[src/rtl/out_sched_pkg.sv]
// out_sched_pkg: shared definitions for the M_AXIS output scheduler.
//   - IDLE/STREAM state encoding and the FSM state enum built on it.
//   - Default downstream credit count and packet-length field width.
package out_sched_pkg;

  localparam logic IDLE   = 1'b0;
  localparam logic STREAM = 1'b1;

  typedef enum logic {
    StIdle   = IDLE,
    StStream = STREAM
  } sched_state_e;

  // A 4-deep FIFO with 2-bit pointers can hold only 3 entries (full aliases empty).
  localparam int unsigned DefaultCredits  = 3;
  localparam int unsigned DefaultLenWidth = 16;

endpackage

[src/rtl/out_credit_counter.sv]
// out_credit_counter: saturating up/down counter of free downstream FIFO entries.
//   clk_i      clock
//   rst_ni     synchronous active-low reset, reloads the counter to CREDITS
//   take_i     one entry consumed (beat written to the FIFO)
//   ret_i      one entry drained from the FIFO
//   nonzero_o  at least one credit available
module out_credit_counter
  import out_sched_pkg::*;
#(
  parameter int unsigned CREDITS    = DefaultCredits,
  parameter int unsigned CRED_WIDTH = 2
) (
  input  logic clk_i,
  input  logic rst_ni,
  input  logic take_i,
  input  logic ret_i,
  output logic nonzero_o
);

  localparam logic [CRED_WIDTH-1:0] MaxCredits = CRED_WIDTH'(CREDITS);

  logic [CRED_WIDTH-1:0] cnt_q, cnt_d;

  // Take and return in the same cycle cancel out; a return at full is spurious and dropped.
  always_comb begin
    cnt_d = cnt_q;
    if (take_i && !ret_i && (cnt_q != '0)) begin
      cnt_d = cnt_q - CRED_WIDTH'(1);
    end else if (ret_i && !take_i && (cnt_q != MaxCredits)) begin
      cnt_d = cnt_q + CRED_WIDTH'(1);
    end
  end

  always_ff @(posedge clk_i) begin
    if (!rst_ni) begin
      cnt_q <= MaxCredits;
    end else begin
      cnt_q <= cnt_d;
    end
  end

  assign nonzero_o = (cnt_q != '0);

endmodule

[src/rtl/axis_out_scheduler.sv]
// axis_out_scheduler: packet-atomic round-robin arbiter between two result producers feeding
// the output FIFO / M_AXIS path. Generates TLAST from a per-packet beat count and never
// overruns the downstream FIFO, tracked by a credit counter.
//   M_AXIS_ACLK / M_AXIS_ARESETN  clock, synchronous active-low reset
//   cfg_len0 / cfg_len1           packet length minus 1 per requester, sampled at grant
//   reqN_valid / reqN_data        requester beat; reqN_ready accepts it
//   credit_ret                    one pulse per entry drained from the downstream FIFO
//   TDATA_out/TVALID_out/TLAST_out  registered beat to the FIFO (1-cycle latency)
//   busy                          packet in progress
//   grant_id                      current/last granted requester
//   pkt_cnt0 / pkt_cnt1           completed-packet counters, only with OUT_SCHED_PKT_CNT_EN
module axis_out_scheduler
  import out_sched_pkg::*;
#(
  parameter int unsigned DATA_WIDTH = 32,
  parameter int unsigned LEN_WIDTH  = DefaultLenWidth,
  parameter int unsigned CREDITS    = DefaultCredits,
  parameter int unsigned CRED_WIDTH = 2
) (
  input  logic                  M_AXIS_ACLK,
  input  logic                  M_AXIS_ARESETN,
  input  logic [LEN_WIDTH-1:0]  cfg_len0,
  input  logic [LEN_WIDTH-1:0]  cfg_len1,
  input  logic                  req0_valid,
  input  logic [DATA_WIDTH-1:0] req0_data,
  output logic                  req0_ready,
  input  logic                  req1_valid,
  input  logic [DATA_WIDTH-1:0] req1_data,
  output logic                  req1_ready,
  input  logic                  credit_ret,
  output logic [DATA_WIDTH-1:0] TDATA_out,
  output logic                  TVALID_out,
  output logic                  TLAST_out,
`ifdef OUT_SCHED_PKT_CNT_EN
  output logic [31:0]           pkt_cnt0,
  output logic [31:0]           pkt_cnt1,
`endif
  output logic                  busy,
  output logic                  grant_id
);

  sched_state_e          state_q, state_d;
  logic                  grant_q, grant_d;
  logic                  prio_q, prio_d;   // requester that wins a tie
  logic [LEN_WIDTH-1:0]  len_q, len_d;
  logic [LEN_WIDTH-1:0]  beat_cnt_q, beat_cnt_d;
  logic [DATA_WIDTH-1:0] tdata_q, tdata_d;
  logic                  tvalid_q, tvalid_d;
  logic                  tlast_q, tlast_d;

  logic cred_nz;
  logic gnt_valid;
  logic fire;
  logic last_beat;
  logic winner;

  out_credit_counter #(
    .CREDITS    (CREDITS),
    .CRED_WIDTH (CRED_WIDTH)
  ) u_credits (
    .clk_i     (M_AXIS_ACLK),
    .rst_ni    (M_AXIS_ARESETN),
    .take_i    (fire),
    .ret_i     (credit_ret),
    .nonzero_o (cred_nz)
  );

  assign gnt_valid = grant_q ? req1_valid : req0_valid;
  assign fire      = (state_q == StStream) && gnt_valid && cred_nz;
  assign last_beat = (beat_cnt_q == len_q);
  assign winner    = (req0_valid && req1_valid) ? prio_q : req1_valid;

  always_comb begin
    state_d    = state_q;
    grant_d    = grant_q;
    prio_d     = prio_q;
    len_d      = len_q;
    beat_cnt_d = beat_cnt_q;
    tdata_d    = tdata_q;
    tvalid_d   = 1'b0;
    tlast_d    = 1'b0;
    case (state_q)
      StIdle: begin
        // Arbitration cycle: no beat moves here.
        if (req0_valid || req1_valid) begin
          grant_d    = winner;
          len_d      = winner ? cfg_len1 : cfg_len0;
          beat_cnt_d = '0;
          state_d    = StStream;
        end
      end
      StStream: begin
        if (fire) begin
          tdata_d    = grant_q ? req1_data : req0_data;
          tvalid_d   = 1'b1;
          tlast_d    = last_beat;
          beat_cnt_d = beat_cnt_q + LEN_WIDTH'(1);
          if (last_beat) begin
            state_d = StIdle;
            prio_d  = ~grant_q;
          end
        end
      end
      default: state_d = StIdle;
    endcase
  end

  always_ff @(posedge M_AXIS_ACLK) begin
    if (!M_AXIS_ARESETN) begin
      state_q    <= StIdle;
      grant_q    <= 1'b0;
      prio_q     <= 1'b0;
      len_q      <= '0;
      beat_cnt_q <= '0;
      tdata_q    <= '0;
      tvalid_q   <= 1'b0;
      tlast_q    <= 1'b0;
    end else begin
      state_q    <= state_d;
      grant_q    <= grant_d;
      prio_q     <= prio_d;
      len_q      <= len_d;
      beat_cnt_q <= beat_cnt_d;
      tdata_q    <= tdata_d;
      tvalid_q   <= tvalid_d;
      tlast_q    <= tlast_d;
    end
  end

`ifdef OUT_SCHED_PKT_CNT_EN
  logic [31:0] pkt_cnt0_q, pkt_cnt0_d;
  logic [31:0] pkt_cnt1_q, pkt_cnt1_d;

  always_comb begin
    pkt_cnt0_d = pkt_cnt0_q;
    pkt_cnt1_d = pkt_cnt1_q;
    if (fire && last_beat) begin
      if (grant_q) pkt_cnt1_d = pkt_cnt1_q + 32'd1;
      else         pkt_cnt0_d = pkt_cnt0_q + 32'd1;
    end
  end

  always_ff @(posedge M_AXIS_ACLK) begin
    if (!M_AXIS_ARESETN) begin
      pkt_cnt0_q <= '0;
      pkt_cnt1_q <= '0;
    end else begin
      pkt_cnt0_q <= pkt_cnt0_d;
      pkt_cnt1_q <= pkt_cnt1_d;
    end
  end

  assign pkt_cnt0 = pkt_cnt0_q;
  assign pkt_cnt1 = pkt_cnt1_q;
`endif

  assign req0_ready = (state_q == StStream) && !grant_q && cred_nz;
  assign req1_ready = (state_q == StStream) &&  grant_q && cred_nz;
  assign TDATA_out  = tdata_q;
  assign TVALID_out = tvalid_q;
  assign TLAST_out  = tlast_q;
  assign busy       = (state_q == StStream);
  assign grant_id   = grant_q;

endmodule

[config.mk]
export PLATFORM = sky130hd
export DESIGN_NAME = axis_out_scheduler
export DESIGN_NICKNAME = d
export VERILOG_FILES = /design/src/rtl/out_sched_pkg.sv /design/src/rtl/out_credit_counter.sv /design/src/rtl/axis_out_scheduler.sv
export SDC_FILE = /design/constraint.sdc
export NUM_CORES = 1
export LEC_CHECK = 0
export ABC_AREA = 0
export CORE_MARGIN = 4
export CORE_UTILIZATION = 30
export CTS_CLUSTER_DIAMETER = 100
export DETAILED_ROUTE_END_ITERATION = 16
export HOLD_SLACK_MARGIN = 0.02
export PLACE_DENSITY_LB_ADDON = 0.05
export SLEW_MARGIN = 10
export SYNTH_ARGS = -nofsm -noshare
export SYNTH_HDL_FRONTEND = slang
export SYNTH_SLANG_ARGS = --single-unit
export TNS_END_PERCENT = 5
[constraint.sdc]
create_clock -name M_AXIS_ACLK -period 2.1 [get_ports M_AXIS_ACLK]
set_input_delay 0.315 -clock M_AXIS_ACLK [delete_from_list [all_inputs] [get_ports M_AXIS_ACLK]]
set_output_delay 0.315 -clock M_AXIS_ACLK [all_outputs]
set_load 0.02 [all_outputs]
After elaboration in Yosys (flattened, before gate mapping) --
Index checks and enable logic that the tools add are counted.
Storage, ports and cells: register bits after elaboration 71, bits in latches 0, bits in writable memories 0, bits in read-only memories 0, input bits 101, output and inout port bits 38, memories 0
Cells by class: add/subtract/negate cells 3, multiply operators 0, divide/modulo/power cells 0, magnitude comparators 0, eq/ne operators 4, shift-type cells 0, mux-type cells 14, bitwise operators 2, reduce and logical (&&, ||, !) cells 23
Operators by type and width (number):
- two-way mux 16 bit | 3
- two-way mux 32 bit | 1
- one-hot mux 16 bit (2 select lines) | 1
- adder 16 x 1 -> 16 bit, second input constant | 1
- equality test 16 bit | 1
- logical AND 1 bit | 11
- AND reduction 2 bit | 4
- two-way mux 1 bit | 6
- AND reduction 3 bit | 2
- two-way mux 2 bit | 2
- != test 2 bit, second input constant | 2
- nonzero test 2 bit | 2
- zero test 1 bit | 3
- adder 2 x 1 -> 2 bit, second input constant | 1
- != test 2 x 1 -> 1 bit, second input constant | 1
- inverter 1 bit | 2
- one-hot mux 1 bit (2 select lines) | 1
- subtractor 2 x 1 -> 2 bit, second input constant | 1
- logical OR 1 bit | 1

Longest topological paths before layout --
word-level depth 8, mapped depth 7, mapped depth without buffers 6

Modules after synthesis --
From an unflattened synthesis, not the netlist that was laid out.
Second synthesis, totals: cells, all modules 378, area total of the unflattened synthesis 3555.9 µm²
By module, submodules not included:
- axis_out_scheduler | times used 1, cells an instance 365, area an instance 3443.3 µm²
- out_credit_counter | times used 1, cells an instance 13, area an instance 112.6 µm²

Worst setup path after synthesis --
No wires, ideal clock.
path kind register to output, start point register grant_q, in the netlist grant_id, end point output port req1_ready, arrival 1.430 ns, slack 0.355 ns, cell stages (with the launch flop) 5, path buffers 2, cells stage by stage dfxtp_1 -> buf_6 -> clkbuf_1 -> inv_1 -> nor2_1
On the way: word-level cells in the longest chain between the ends 2
Ends and longest elaborated chain:
- start: declaration | line axis_out_scheduler.sv:43 | logic grant_q, grant_d;
- start signal: assignment | line axis_out_scheduler.sv:120 | grant_q <= grant_d;
- logical AND 1 bit (2 in series) | line axis_out_scheduler.sv:158 | assign req1_ready = (state_q == StStream) && grant_q && cred_nz;
- end: declaration | line axis_out_scheduler.sv:29 | output logic req1_ready,
Every way passes these cells.

Final worst setup path --
Same ends and word-level chain as after synthesis.

==> flow_metrics.tcl <==
set metrics [dict create \
    outcome "finished clean" \
    start_util_pct 30.54 \
    syn-num-nets 467 \
    die_h_um 115.8 \
    hold_class "in -> reg" \
    yosysWarnings 0 \
    rsz0062_at_grt "no" \
    drt_iter0_drc 83 \
    clock_latency_ns 0.33 \
    utilization_pct 47.22 \
    power_density_nw_per_um2 715.1 \
    antenna_cells 0 \
    syn_area_per_cell_um2 9.554 \
    num_vias 3111 \
    drive_above_1_share_pct 7.312 \
    root_buffer "clkbuf_16" \
    synth_compound_area_share_pct 18.59 \
    slowest_delay_ns 0.61 \
    synth_xor_area_share_pct 5.777 \
    fmax_ghz 0.5002 \
    die_area_um2 13410 \
    htreeDepth 3 \
    cap_violations 0 \
    fin_crit_sh_pct 95.21 \
    portBuffers 138 \
    drt_wl_total_mm 9.592 \
    crit_buf_inv 2 \
    antenna_found_initial 0 \
    num_io_pins 139 \
    finalClockSkew_ns 0.004692 \
    fill_cells 1125 \
    ys_types 40 \
    clock-sinks 71 \
    synthSimpleGateAreaFrac_pct 15.72 \
    areaGrowthSynthToFinish_pct 54.61 \
    cts_hold_repair.buffers 0 \
    routedWlPerCell_um 14.78 \
    rows 39 \
    crit_slowest_cell "clkdlybuf4s50_1" \
    via_per_inst 4.794 \
    holdWs_ns 0.3139 \
    crit_chain "inv_1 -> nor2_1 -> clkdlybuf4s50_1" \
    synth.largest_area_cell "dfxtp_1" \
    fin_ws_ns 0.1007 \
    overflow 0 \
    placed_cells 633 \
    crit_path_start_kind "register" \
    cts_buffer_depth 2 \
    p_leak_nw 2.494 \
    slew_headroom_pct 65.19 \
    place_ws_ns 0.1497 \
    clkTransAtPathRegs_ns 0.05 \
    syn-cell-area_um2 3487 \
    worstSetupEndpointType "output pin" \
    crit_required_ns 1.78 \
    fin_nets 603 \
    drc_errors 0 \
    vdd_drop_max_v 0.0005266 \
    gp_congestion 0.7613 \
    cp_data_arrival_time_ns 1.68 \
    drv_slew 0 \
    antenna_left 0 \
    synth_fa_ha_area_share_pct 0.3588 \
    ys_ff_latch 71 \
    grt_usage_pct 15.01 \
    cts_tree "done" \
    grt_pass1_wl_mm 15.59 \
    layoutNonFillerInstCount 649 \
    path_delay_family "buffers and inverters" \
    syn_inst 365 \
    netlist.area_leader.share_pct 40.76 \
    synth_top_family_by_area "compound AO/OA/AOI/OAI gates" \
    ys_seq_area_share_pct 40.76 \
    first_global_vias 3215 \
    tightest_slew_ns 0.5182 \
    crit_fanout 10 \
    hpwl_mm 7.293 \
    worstSetupPathType "reg -> out" \
    drt-pass1-iter-count 6 \
    core_area_um2 11420 \
    muxShareOfSynthArea_pct 14.75 \
    grt_start_max_net_pins 66 \
    setup_tns_ns 0 \
    cts_made_buffers 9 \
    hold_violations 0 \
    synth.top_cells.by_area "dfxtp_1 41%, o211a_1 15%, mux2i_1 14%, nand2_1 6.1%, xnor2_1 4.8%" \
    die_x_um 115.8 \
    fin_crit_ns 1.999 \
    finalSetupViolations 0 \
]
cells by family after synthesis:
logic type,after synthesis
simple gates,115
compound gates,73
flops,71
mux,51
buf+inv,31
xor+xnor,23
fa+ha+maj,1
routing by layer:
layer | GRT usage (%) | vias up | part of all wire, %
met5 | 0 | - | 0
li1 | - | 1570 | -
met2 | 25.12 | 93 | 48
met3 | 7.415 | 8 | 8.2
met4 | 3.712 | 0 | 0.87
met1 | 17.20 | 1440 | 42
sequential cells by signal, indices dropped and copies added, names as in the netlist:
register / flops
TDATA_out: 32
beat_cnt_q: 16
len_q: 16
u_credits.cnt_q: 2
TLAST_out: 1
TVALID_out: 1
busy: 1
grant_id: 1
prio_q: 1
Yosys cell counts, drive strengths merged:
library cell,number
xor2,4
nand3,7
nor2,19
nor3b,2
nand3b,2
and4,1
inv,5
ha,1
clkbuf,15
mux2i,51
and3b,1
o211ai,2
o211a,51
nand4,9
and3,5
a21oi,4
buf,11
o22ai,1
nand2,57
o21bai,1
o21a,2
dfxtp,71
a21boi,3
and2,6
nor3,2
a311oi,1
o21ai,7
nand2b,1
o31ai,1
xnor2,19
or2,1
or3,2
cell usage in the layout (no fill, tap or decap), types with 4 or more instances in the layout:
master             n
and2_1             6
xnor2_1           19
o211a_1           51
a21oi_1            4
inv_1              5
and3_1             5
nand2_1           57
nand3_1            7
clkdlybuf4s50_1  137
buf_4             10
clkbuf_16          9
nor2_1            16
mux2i_1           50
dfxtp_1           70
xor2_1             4
nand4_1            9
report_power, final:
part	switching [W]	total [W]	internal, W
registers	0.0000527	0.00148	0.00143
logic	0.000306	0.000725	0.000419
clock network	0.000542	0.00165	0.00110
final timing paths:
check,startpoint,endpoint,depth (start not counted),slack [ns]
worst min register to register,TDATA_out[2]$_SDFFE_PN0P_,TDATA_out[2]$_SDFFE_PN0P_,1,0.50
worst min-delay path,M_AXIS_ARESETN,TDATA_out[6]$_SDFFE_PN0P_,2,0.31
worst max-delay path,grant_id$_SDFFE_PN0P_,req1_ready,3,0.10
worst max register to register,grant_id$_SDFFE_PN0P_,u_credits.cnt_q[0]$_SDFFE_PN1P_,6,0.46
worst register-to-register path, stage by stage (launching register included):
cell and delay, ns:
dfxtp_2 0.50, mux2i_2 0.39, or2_1 0.21, buf_4 0.15
nand3b_1 0.07, a21boi_1 0.13, o21ai_1 0.08
area by class of cell:
cell class | instances | area, µm² | share of cell area [%]
clock buffer | 13 | 260.3 | 4.827
inverter | 5 | 18.77 | 0.3481
tap | 143 | 178.9 | 3.319
sequential | 71 | 1423 | 26.39
multi-input combinational | 263 | 1934 | 35.88
clock inverter | 3 | 65.06 | 1.207
timing repair buffer | 151 | 1511 | 28.03
through the flow:
step,power (W),cell area [µm²]
global placement,0.002244,5062
global route,0.004049,5391
CTS,0.003930,5388
finish,0.003855,5391
detailed placement,0.002250,5062
floorplan,0.001858,3487
repair_timing:
| item | CTS | global route |
|---|---|---|
| setup endpoints to repair | 0 | 2 |
| endpoints found under the hold margin | 0 | 0 |
| buffers inserted | 0 | 0 |
| gates resized for setup | 0 | 1 |
(Power assumes the default switching activity.)
